===== config.mk =====
export PLATFORM = sky130hd
export DESIGN_NAME = ppe_multi
export DESIGN_NICKNAME = d
export VERILOG_FILES = /design/src/rtl/ppe_multi.sv
export SDC_FILE = /design/constraint.sdc
export NUM_CORES = 1
export LEC_CHECK = 0
export ABC_AREA = 1
export CAP_MARGIN = 20
export CORE_ASPECT_RATIO = 1.2
export CORE_UTILIZATION = 50
export DETAILED_ROUTE_END_ITERATION = 16
export PLACE_DENSITY = 0.69
export SYNTH_ARGS = -nofsm -noshare
export SYNTH_HDL_FRONTEND = slang
export SYNTH_SLANG_ARGS = --single-unit
export TNS_END_PERCENT = 1

===== constraint.sdc =====
create_clock -name clk -period 15.7 [get_ports clk]
set_input_delay 4.71 -clock clk [delete_from_list [all_inputs] [get_ports clk]]
set_output_delay 4.71 -clock clk [all_outputs]
set_load 0.01 [all_outputs]

===== src/rtl/ppe_multi.sv =====
// Partial-sum PE: holds a NUM_FILTERS x FILTER_SIZE weight bank, slides every filter across
// each 1-bit ifmap row, streams one result packet per window, then requests the next row.
module ppe_multi #(
    parameter int FILTER_SIZE  = 5,
    parameter int IFMAP_SIZE   = 25,
    parameter int NUM_FILTERS  = 2,
    parameter int WEIGHT_W     = 8,
    parameter int ADDR_W       = 4,
    parameter int DATA_W       = 25,
    parameter int DEST_BASE    = 0,
    parameter int NUM_DEST     = 5,
    parameter int IFMAP_MEM_ID = 10,
    localparam int PKT_W       = ADDR_W + 1 + DATA_W
) (
    input  logic             clk,
    input  logic             reset,
    input  logic [PKT_W-1:0] in_data,
    input  logic             in_valid,
    output logic             in_ready,
    output logic [PKT_W-1:0] out_data,
    output logic             out_valid,
    input  logic             out_ready,
    output logic             weights_loaded,
    output logic             drop_err
);
    localparam int OUT_DIM = IFMAP_SIZE - FILTER_SIZE + 1;
    localparam int WPP     = DATA_W / WEIGHT_W;
    localparam int SUM_W   = WEIGHT_W + $clog2(FILTER_SIZE) + 1;
    localparam int FIDX_W  = (NUM_FILTERS > 1) ? $clog2(NUM_FILTERS) : 1;
    localparam int NW      = NUM_FILTERS * FILTER_SIZE;
    localparam int PTR_W   = $clog2(NW + WPP + 1);
    localparam int J_W     = (OUT_DIM > 1) ? $clog2(OUT_DIM) : 1;
    localparam int D_W     = (NUM_DEST > 1) ? $clog2(NUM_DEST) : 1;

    typedef enum logic [1:0] {LOAD, RUN, REQ} state_t;
    state_t state, state_nxt;

    logic [WEIGHT_W-1:0]   w    [NW];
    logic [WEIGHT_W-1:0]   wnew [NW];
    logic [NW-1:0]         wen;
    logic [PTR_W-1:0]      wptr, wbase;
    logic [IFMAP_SIZE-1:0] row, src_row, win;
    logic [FIDX_W-1:0]     f, nf;
    logic [J_W-1:0]        j, nj;
    logic [D_W-1:0]        dcnt, ndc;
    logic [WEIGHT_W-1:0]   wsel [FILTER_SIZE];
    logic signed [SUM_W-1:0] acc;
    logic [DATA_W-1:0]     sext;
    logic [PKT_W-1:0]      res_pkt;
    logic wr_go, drop, start, step, go_req, fin, last, hs_out, opcode;
    logic unused_dest;

    assign unused_dest = ^in_data[PKT_W-1 -: ADDR_W];
    assign opcode      = in_data[DATA_W];
    assign hs_out      = out_valid & out_ready;
    assign last        = (f == FIDX_W'(NUM_FILTERS - 1)) && (j == J_W'(OUT_DIM - 1));

    always_ff @(posedge clk or posedge reset) begin
        if (reset) state <= LOAD;
        else       state <= state_nxt;
    end

    always_comb begin
        state_nxt = state;
        in_ready  = 1'b0;
        wr_go     = 1'b0;
        drop      = 1'b0;
        start     = 1'b0;
        step      = 1'b0;
        go_req    = 1'b0;
        fin       = 1'b0;
        case (state)
            LOAD: begin
                in_ready = 1'b1;
                if (in_valid) begin
                    if (!opcode)            wr_go = 1'b1;
                    else if (weights_loaded) begin
                        start     = 1'b1;
                        state_nxt = RUN;
                    end else                drop  = 1'b1;
                end
            end
            RUN: if (hs_out) begin
                if (last) begin
                    go_req    = 1'b1;
                    state_nxt = REQ;
                end else step = 1'b1;
            end
            REQ: if (hs_out) begin
                fin       = 1'b1;
                state_nxt = LOAD;
            end
            default: state_nxt = LOAD;
        endcase
    end

    // Indices of the packet that will be presented after this edge; a new row starts at (0,0).
    always_comb begin
        src_row = row;
        nf      = f;
        nj      = j;
        ndc     = (dcnt == D_W'(NUM_DEST - 1)) ? '0 : dcnt + 1'b1;
        if (state == LOAD) begin
            src_row = in_data[IFMAP_SIZE-1:0];
            nf      = '0;
            nj      = '0;
            ndc     = '0;
        end else if (j == J_W'(OUT_DIM - 1)) begin
            nj = '0;
            nf = f + 1'b1;
        end else begin
            nj = j + 1'b1;
        end
    end

    always_comb begin
        win = src_row >> nj;
        acc = '0;
        for (int i = 0; i < FILTER_SIZE; i++) begin
            wsel[i] = w[i];
            for (int fi = 1; fi < NUM_FILTERS; fi++)
                if (nf == FIDX_W'(fi)) wsel[i] = w[fi*FILTER_SIZE + i];
            if (win[i]) acc = acc + SUM_W'(signed'(wsel[i]));
        end
        sext    = DATA_W'(acc);
        res_pkt = {ADDR_W'(DEST_BASE) + ADDR_W'(ndc), 1'b0, nf, sext[DATA_W-FIDX_W-1:0]};
    end

    // A weight packet arriving on a full bank restarts filling from slot 0.
    always_comb begin
        wbase = weights_loaded ? '0 : wptr;
        for (int s = 0; s < NW; s++) begin
            wen[s]  = 1'b0;
            wnew[s] = '0;
            for (int k = 0; k < WPP; k++)
                if (s == int'(wbase) + k) begin
                    wen[s]  = wr_go;
                    wnew[s] = in_data[k*WEIGHT_W +: WEIGHT_W];
                end
        end
    end

    always_ff @(posedge clk or posedge reset) begin
        if (reset) begin
            for (int s = 0; s < NW; s++) w[s] <= '0;
            wptr           <= '0;
            weights_loaded <= 1'b0;
            drop_err       <= 1'b0;
            row            <= '0;
            f              <= '0;
            j              <= '0;
            dcnt           <= '0;
            out_valid      <= 1'b0;
            out_data       <= '0;
        end else begin
            if (wr_go) begin
                for (int s = 0; s < NW; s++)
                    if (wen[s]) w[s] <= wnew[s];
                if (int'(wbase) + WPP >= NW) begin
                    weights_loaded <= 1'b1;
                    wptr           <= '0;
                end else begin
                    weights_loaded <= 1'b0;
                    wptr           <= wbase + PTR_W'(WPP);
                end
            end
            if (drop) drop_err <= 1'b1;
            if (start || step) begin
                row       <= src_row;
                f         <= nf;
                j         <= nj;
                dcnt      <= ndc;
                out_data  <= res_pkt;
                out_valid <= 1'b1;
            end
            if (go_req) out_data <= {ADDR_W'(IFMAP_MEM_ID), {(DATA_W+1){1'b0}}};
            if (fin) begin
                out_valid <= 1'b0;
                out_data  <= '0;
            end
        end
    end
endmodule


==> reports/metrics.yaml, run 1 <==
floorplan:
  initial_utilization: 0.5100
  ioPinCount: 68
  chipWidth_um: 140.1
  rows: 60
  die_h_um: 167.8
  dieArea_um2: 23510
  core-area_um2: 22450
timing:
  finalHoldViolCount: 0
  worst_slew_pin_slew_ns: 1.136
  finalMaxSlewViolations: 0
  setup_violations: 0
  grt_setup_unrepaired: "false"
  slew_headroom: 0.2393
  fmax_mhz: 81.24
  finalClockSkew_ns: 0.01012
  timing.hold.ws_ns: 0.4753
  period_needed_ns: 12.31
  fin_tns_setup_ns: 0
  fin_crit_sh: 0.7840
critical_path:
  end_kind: "flip-flop"
  worstSetupStartpointType: "input pin"
  cp.required_ns: 16.06
  slowest_delay_ns: 0.58
  path_buf_inv: 6
  worstPathMaxFanout: 9
  crit_path_top_delay_cell: "clkdlybuf4s50_1"
  crit_start: "in_data[12]"
  criticalPathCategory: "input pin to flip-flop"
  reg2reg_to: "out_data[23]$_DFFE_PP0P_"
  crit_top_cell: "nand2_1"
  r2r_slack_ns: 7.62
  ff2ff_path_depth: 47
  worstPathArrival_ns: 12.66
  cp_top_family: "simple AND/OR/NAND/NOR gates"
  r2r_start: "state[1]$_DFFE_PP0P_"
place:
  finalWeightedCongestion: 0.9913
  place_hpwl_um: 26240
  io_buffers: 62
route:
  via_count: 11440
  drc: 0
  vias_per_cell: 5.758
  drt-initial-drc-count: 801
  detail-route-antenna-nets: 0
  top_layer: "met4"
  wl_per_cell_um: 17.81
  dr_wl_met3_um: 2046
  drtPass1Iterations: 5
  met2_wirelength_um: 16320
  met1_length_um: 15500
  wirelength_um: 35370
cells_and_area:
  area_growth_pct: 11.22
  drive_above_1_share: 0.06385
  num_antenna_cells: 0
  fin_util: 0.5673
  final_nets: 1787
  n_fill_cell: 2211
synthesis:
  synth_edf_count: 0
  synthMuxAreaShare: 0.001749
  synth_area_leaders: "dfrtp_1 31%, nand2_1 13%, o21ai_0 11%"
  synth_top_family_by_area: "compound AO/OA/AOI/OAI gates"
  synth_adder_area_share: 0.06601
  ys_types: 51
  ys_ff_latch: 140
  avgSynthCellArea_um2: 6.839
  synth_ff_type: "dfrtp_1"
  ys_seq_area_frac: 0.3060
  synth_nets: 1766
  yosysTopAreaCell: "dfrtp_1"
  netlist_instances: 1674
  synth_compound_area_frac: 0.2518
  yosys.area_share.xor_xnor: 0.01530
  synth_area_um2: 11450
  yosys_warnings: 0
  asyncSetResetFlopFracSynth: 1.000
  yosys.area_share.simple: 0.2490
  synth_top_area_frac: 0.3060
global_route:
  grt_pass1_vias: 10680
  grt_pass1_wl_um: 56270
  grt_overflow: 0
  antenna_found_initial: 0
  grt.total_usage: 0.3104
  grt_max_degree: 78
hold_path:
  min_path_type: "flip-flop to flip-flop"
  holdPathStages: 2
  holdPathEnd: "out_data[29]$_DFFE_PP0P_"
  worstHoldStart: "out_data[29]$_DFFE_PP0P_"
job:
  cap_violations: 0
cts:
  clk_pin_slew_worst_paths_ns: 0.06
  cts_resized: 0
  htreeDepth: 4
  cts_setup_buffers: 0
  clk_path_buf_depth: 2
  root_buffer: "clkbuf_16"
  cts-buffers-inserted: 17
  cts_tree: "built"
  insertion_delay_ns: 0.42
  cts_sinks: 140
  cts-hold-fix-buffers: 0
status:
  status: "finished clean"
==> cells in the mapped netlist (8+ instances only) <==
cell type  count
a21oi_1       75
o22ai_1       22
ha_1          54
nand2_1      387
o211ai_1      81
nand3_1      130
buf_4         15
o21ai_0      245
inv_2          9
buf_2         11
nand2_2       16
nor2_1        75
o21ai_2        8
a31oi_1        9
xnor2_1       10
clkbuf_1      37
xor2_1        10
o221ai_1       9
clkinv_1      11
o21ai_1       21
inv_1        210
dfrtp_1      140
==> state kept, by name (all words and copies together), names as in the netlist <==
name	count
wptr	4
f	1
out_valid	1
out_data	17
state	2
w	80
drop_err	1
dcnt	3
weights_loaded	1
j	5
row	25
==> worst reg2reg max path: cells and delay by family, from the launching register on <==
| kind | cells | cell delay (ns) |
|---|---|---|
| DFF | 1 | 0.44 |
| and+or+nand+nor | 21 | 2.38 |
| AOI/OAI and AO/OA | 15 | 2.57 |
| xor gates and xnor gates | 1 | 0.20 |
| buffers and inverters | 5 | 0.70 |
| adders and majority gates | 5 | 1.72 |
==> cell families (layout without fill, tap and decap cells) <==
kind of cell    Yosys count  count (layout)
buf+inv                 303             336
other cells               1               1
simple gates            653             653
xor+xnor                 20              20
compound gates          497             497
flops                   140             140
mux                       2               2
fa+ha+maj                58              58
==> layer usage <==
layer  track usage  vias to the layer above
met5             0                        -
met4        0.1381                        0
met3       0.05290                      100
met2        0.5146                      336
met1        0.3962                     5314
li1              -                     5685
==> metrics by stage <==
stage               area, um2  setup WS, ns  std cells
global route            12730         2.700       1986
floorplan               11450         5.079       1674
finish                  12730         3.391       1986
global placement        12100         3.055       1952
CTS                     12700         3.438       1983
detailed placement      12100         3.019       1952
==> how the worst max path moves through the flow <==
stage          cells past startpoint  slack (ns)                       end
3_3_place_gp                      48        3.05  out_data[23]$_DFFE_PP0P_
3_5_place_dp                      48        3.02  out_data[23]$_DFFE_PP0P_
6_report                          48        3.39  out_data[23]$_DFFE_PP0P_
5_1_grt                           48        2.70  out_data[23]$_DFFE_PP0P_
4_1_cts                           48        3.44  out_data[23]$_DFFE_PP0P_
2_1_floorplan                     48        5.08  out_data[23]$_DFFE_PP0P_
==> layout by cell type, fill, tap and decap left out, types with 4 or more instances in the layout <==
| cell | instances |
|---|---|
| a221oi_1 | 7 |
| o22ai_1 | 22 |
| nand4_1 | 7 |
| xor2_1 | 10 |
| nand2_4 | 4 |
| buf_4 | 10 |
| o21ai_0 | 245 |
| nor2_2 | 5 |
| nand3_2 | 4 |
| inv_2 | 9 |
| o221ai_1 | 9 |
| xnor2_1 | 10 |
| fa_1 | 4 |
| o21bai_1 | 5 |
| nand2_2 | 17 |
| nand2_1 | 386 |
| nor3_1 | 7 |
| ha_1 | 54 |
| a21oi_1 | 75 |
| o21ai_2 | 8 |
| inv_1 | 209 |
| clkdlybuf4s50_1 | 62 |
| clkbuf_16 | 17 |
| nor2_1 | 75 |
| or2_2 | 6 |
| nor2_4 | 5 |
| clkinv_1 | 11 |
| dfrtp_1 | 140 |
| o211ai_1 | 81 |
| a31oi_1 | 9 |
| nand3_1 | 130 |
| o21ai_1 | 21 |
==> cell type report <==
type / instances / area (um2) / share of cell area
inverter: 232 / 880.8 / 0.06918
tap: 279 / 349.1 / 0.02741
sequential: 140 / 3503 / 0.2751
clock inverter: 10 / 140.1 / 0.01101
timing repair buffer: 73 / 709.4 / 0.05571
clock buffer: 21 / 460.4 / 0.03616
multi-input combinational: 1231 / 6690 / 0.5254
Power of run 1 is not shown: default switching activity piles up to over one toggle a cycle in this logic, so the estimate is an artifact.
==> run 2: changes to the inputs <==
--- a/config.mk
+++ b/config.mk
@@ -10,7 +10,7 @@
 export CORE_ASPECT_RATIO = 1.2
 export CORE_UTILIZATION = 50
 export DETAILED_ROUTE_END_ITERATION = 16
-export PLACE_DENSITY = 0.69
+export PLACE_DENSITY = 0.71
 export SYNTH_ARGS = -nofsm -noshare
 export SYNTH_HDL_FRONTEND = slang
 export SYNTH_SLANG_ARGS = --single-unit
==> constraint.sdc (replaced) <==
create_clock -name clk -period 11.25 [get_ports clk]
set_input_delay 3.375 -clock clk [delete_from_list [all_inputs] [get_ports clk]]
set_output_delay 3.375 -clock clk [all_outputs]
set_load 0.01 [all_outputs]
==> run 2 against run 1 <==
First-iteration DRC count increased by 1.4%. Sequential share of layout area decreased by 0.76 points. Register-to-register slack got worse by 4.3 ns. Non-clock buffer count increased by 50. Final area increased by 2.9%. Critical endpoint unchanged. Worst setup slack got worse by 2.3 ns.
==> reports/metrics.yaml, run 2 (same netlist as run 1, synthesis figures left out) <==
cts:
  cts-hold-fix-buffers: 0  # unchanged
  cts-buffers-inserted: 17  # unchanged
  htreeDepth: 4  # unchanged
  clk_pin_slew_worst_paths_ns: 0.06  # about the same
  clk_path_buf_depth: 2  # unchanged
  root_buffer: "clkbuf_16"
  cts_setup_buffers: 0  # unchanged
  cts_resized: 0  # unchanged
  insertion_delay_ns: 0.43  # about the same
  cts_sinks: 140  # unchanged
  cts_tree: "built"
cells_and_area:
  fin_cells: 2036  # +2.5%
  mostFrequentLayoutCells: "386 x nand2_1, 245 x o21ai_0, 209 x inv_1"
  top_regs: "w (80), row (25), out_data (17)"
  largest_reg_flops: 80  # unchanged
  final_area_um2: 13100  # +2.9%
  area_growth_pct: 14.40
  final_common_cell: "nand2_1"
  top_register: "w"
  final_nets: 1837  # +2.8%
  num_antenna_cells: 0  # unchanged
  drive_above_1_share: 0.08993  # +0.02607
critical_path:
  crit_start: "in_data[18]"
  crit_path_top_delay_cell: "clkdlybuf4s50_1"
  crit_top_cell: "nand2_1"
  cp.required_ns: 11.60  # -4.46 ns
  endpoint: "out_data[23]$_DFFE_PP0P_"
  r2r_slack_ns: 3.30  # -4.32 ns
  ff2ff_path_depth: 45  # -4.3%
  worstPathMaxFanout: 8  # -1
  end_kind: "flip-flop"
  slowest_delay_ns: 0.61  # +0.03 ns
  r2r_start: "j[0]$_DFFE_PP0P_"
  criticalPathCategory: "input pin to flip-flop"
  worstPathArrival_ns: 10.56  # -2.10 ns
  reg2reg_to: "out_data[23]$_DFFE_PP0P_"
  worstSetupStartpointType: "input pin"
timing:
  slew_headroom: 0.2951  # +0.05584
  fmax_mhz: 97.96
  finalMaxSlewViolations: 0  # unchanged
  worst_slew_pin_slew_ns: 1.057  # -0.07846 ns
  setup_violations: 0  # unchanged
  finalClockSkew_ns: 0.01290  # +0.002785 ns
  finalHoldViolCount: 0  # unchanged
  fin_crit_sh: 0.9074
  grt_setup_unrepaired: "false"
  fin_tns_setup_ns: 0  # unchanged
  setup_slack_ns: 1.042  # -2.349 ns
  period_needed_ns: 10.21
route:
  wl_per_cell_um: 17.74  # -0.40%
  drtPass1Iterations: 6  # +1
  drt-initial-drc-count: 812  # +1.4%
  via_count: 11790  # +3.1%
  vias_per_cell: 5.791  # +0.58%
  drc: 0  # unchanged
  detail-route-antenna-nets: 0  # unchanged
  wirelength_um: 36110  # +2.1%
floorplan:
  die_h_um: 167.8  # unchanged
  dieArea_um2: 23510  # unchanged
  ioPinCount: 68  # unchanged
  rows: 60  # unchanged
  chipWidth_um: 140.1  # unchanged
  core-area_um2: 22450  # unchanged
  initial_utilization: 0.5100  # unchanged
place:
  dp_cells: 2001  # +2.5%
  place_hpwl_um: 27220  # +3.7%
  dp_slack_ns: 0.6590  # -2.360 ns
  placed_area_um2: 12470  # +3.0%
  finalWeightedCongestion: 1.037  # +4.6%
  io_buffers: 62  # unchanged
global_route:
  grt_max_degree: 87  # +12%
  grt.total_usage: 0.3167  # +0.006295
  antenna_found_initial: 0  # unchanged
  grt_pass1_vias: 10830  # +1.4%
  grt_pass1_wl_um: 57220  # +1.7%
  grt_overflow: 0  # unchanged
status:
  status: "finished clean"
job:
  cap_violations: 0  # unchanged
hold_path:
  min_path_type: "flip-flop to flip-flop"
run 2: worst min-delay path by stage:
stage                        startpoint                  endpoint  cells past startpoint
6_report       out_data[29]$_DFFE_PP0P_  out_data[29]$_DFFE_PP0P_                      2
5_1_grt            drop_err$_DFFE_PP0P_      drop_err$_DFFE_PP0P_                      1
4_1_cts        out_data[29]$_DFFE_PP0P_  out_data[29]$_DFFE_PP0P_                      2
3_5_place_dp   out_data[29]$_DFFE_PP0P_  out_data[29]$_DFFE_PP0P_                      2
3_3_place_gp   out_data[29]$_DFFE_PP0P_  out_data[29]$_DFFE_PP0P_                      2
2_1_floorplan       row[17]$_DFFE_PP0P_       row[17]$_DFFE_PP0P_                      2
run 2: routing by layer:
metal,GRT usage,share of wire,vias to the layer above
li1,-,-,5790
met1,0.4061,0.42,5407
met2,0.5239,0.46,464
met3,0.03889,0.063,130
met4,0.1639,0.054,0
met5,0,0,-
run 2: area by class of cell:
| cell class | count | area [um2] |
|---|---|---|
| Timing Repair Buffer | 123 | 1082 |
| Fill cell | 2141 | 9349 |
| Tap cell | 279 | 349.1 |
| Multi-Input combinational cell | 1231 | 6690 |
| Inverter | 232 | 880.8 |
| Clock buffer | 21 | 450.4 |
| Sequential cell | 140 | 3503 |
| Clock inverter | 10 | 141.4 |
run 2: worst max-delay path: cells and delay by family:
family | cells | cell delay (ns)
buffers and inverters | 8 | 1.22
and+or+nand+nor | 23 | 2.33
adders and majority gates | 5 | 1.71
AOI/OAI and AO/OA | 10 | 1.76
xor gates and xnor gates | 1 | 0.16
run 2: through the flow:
stage,hold WS (ns),utilization
6_report,0.4716,0.5835
2_1_floorplan,0.4479,-
3_3_place_gp,0.4566,0.5553
5_1_grt,0.5025,0.5835
4_1_cts,0.4747,0.5820
3_5_place_dp,0.4596,0.5556
Power of run 2 is left out for the same reason.
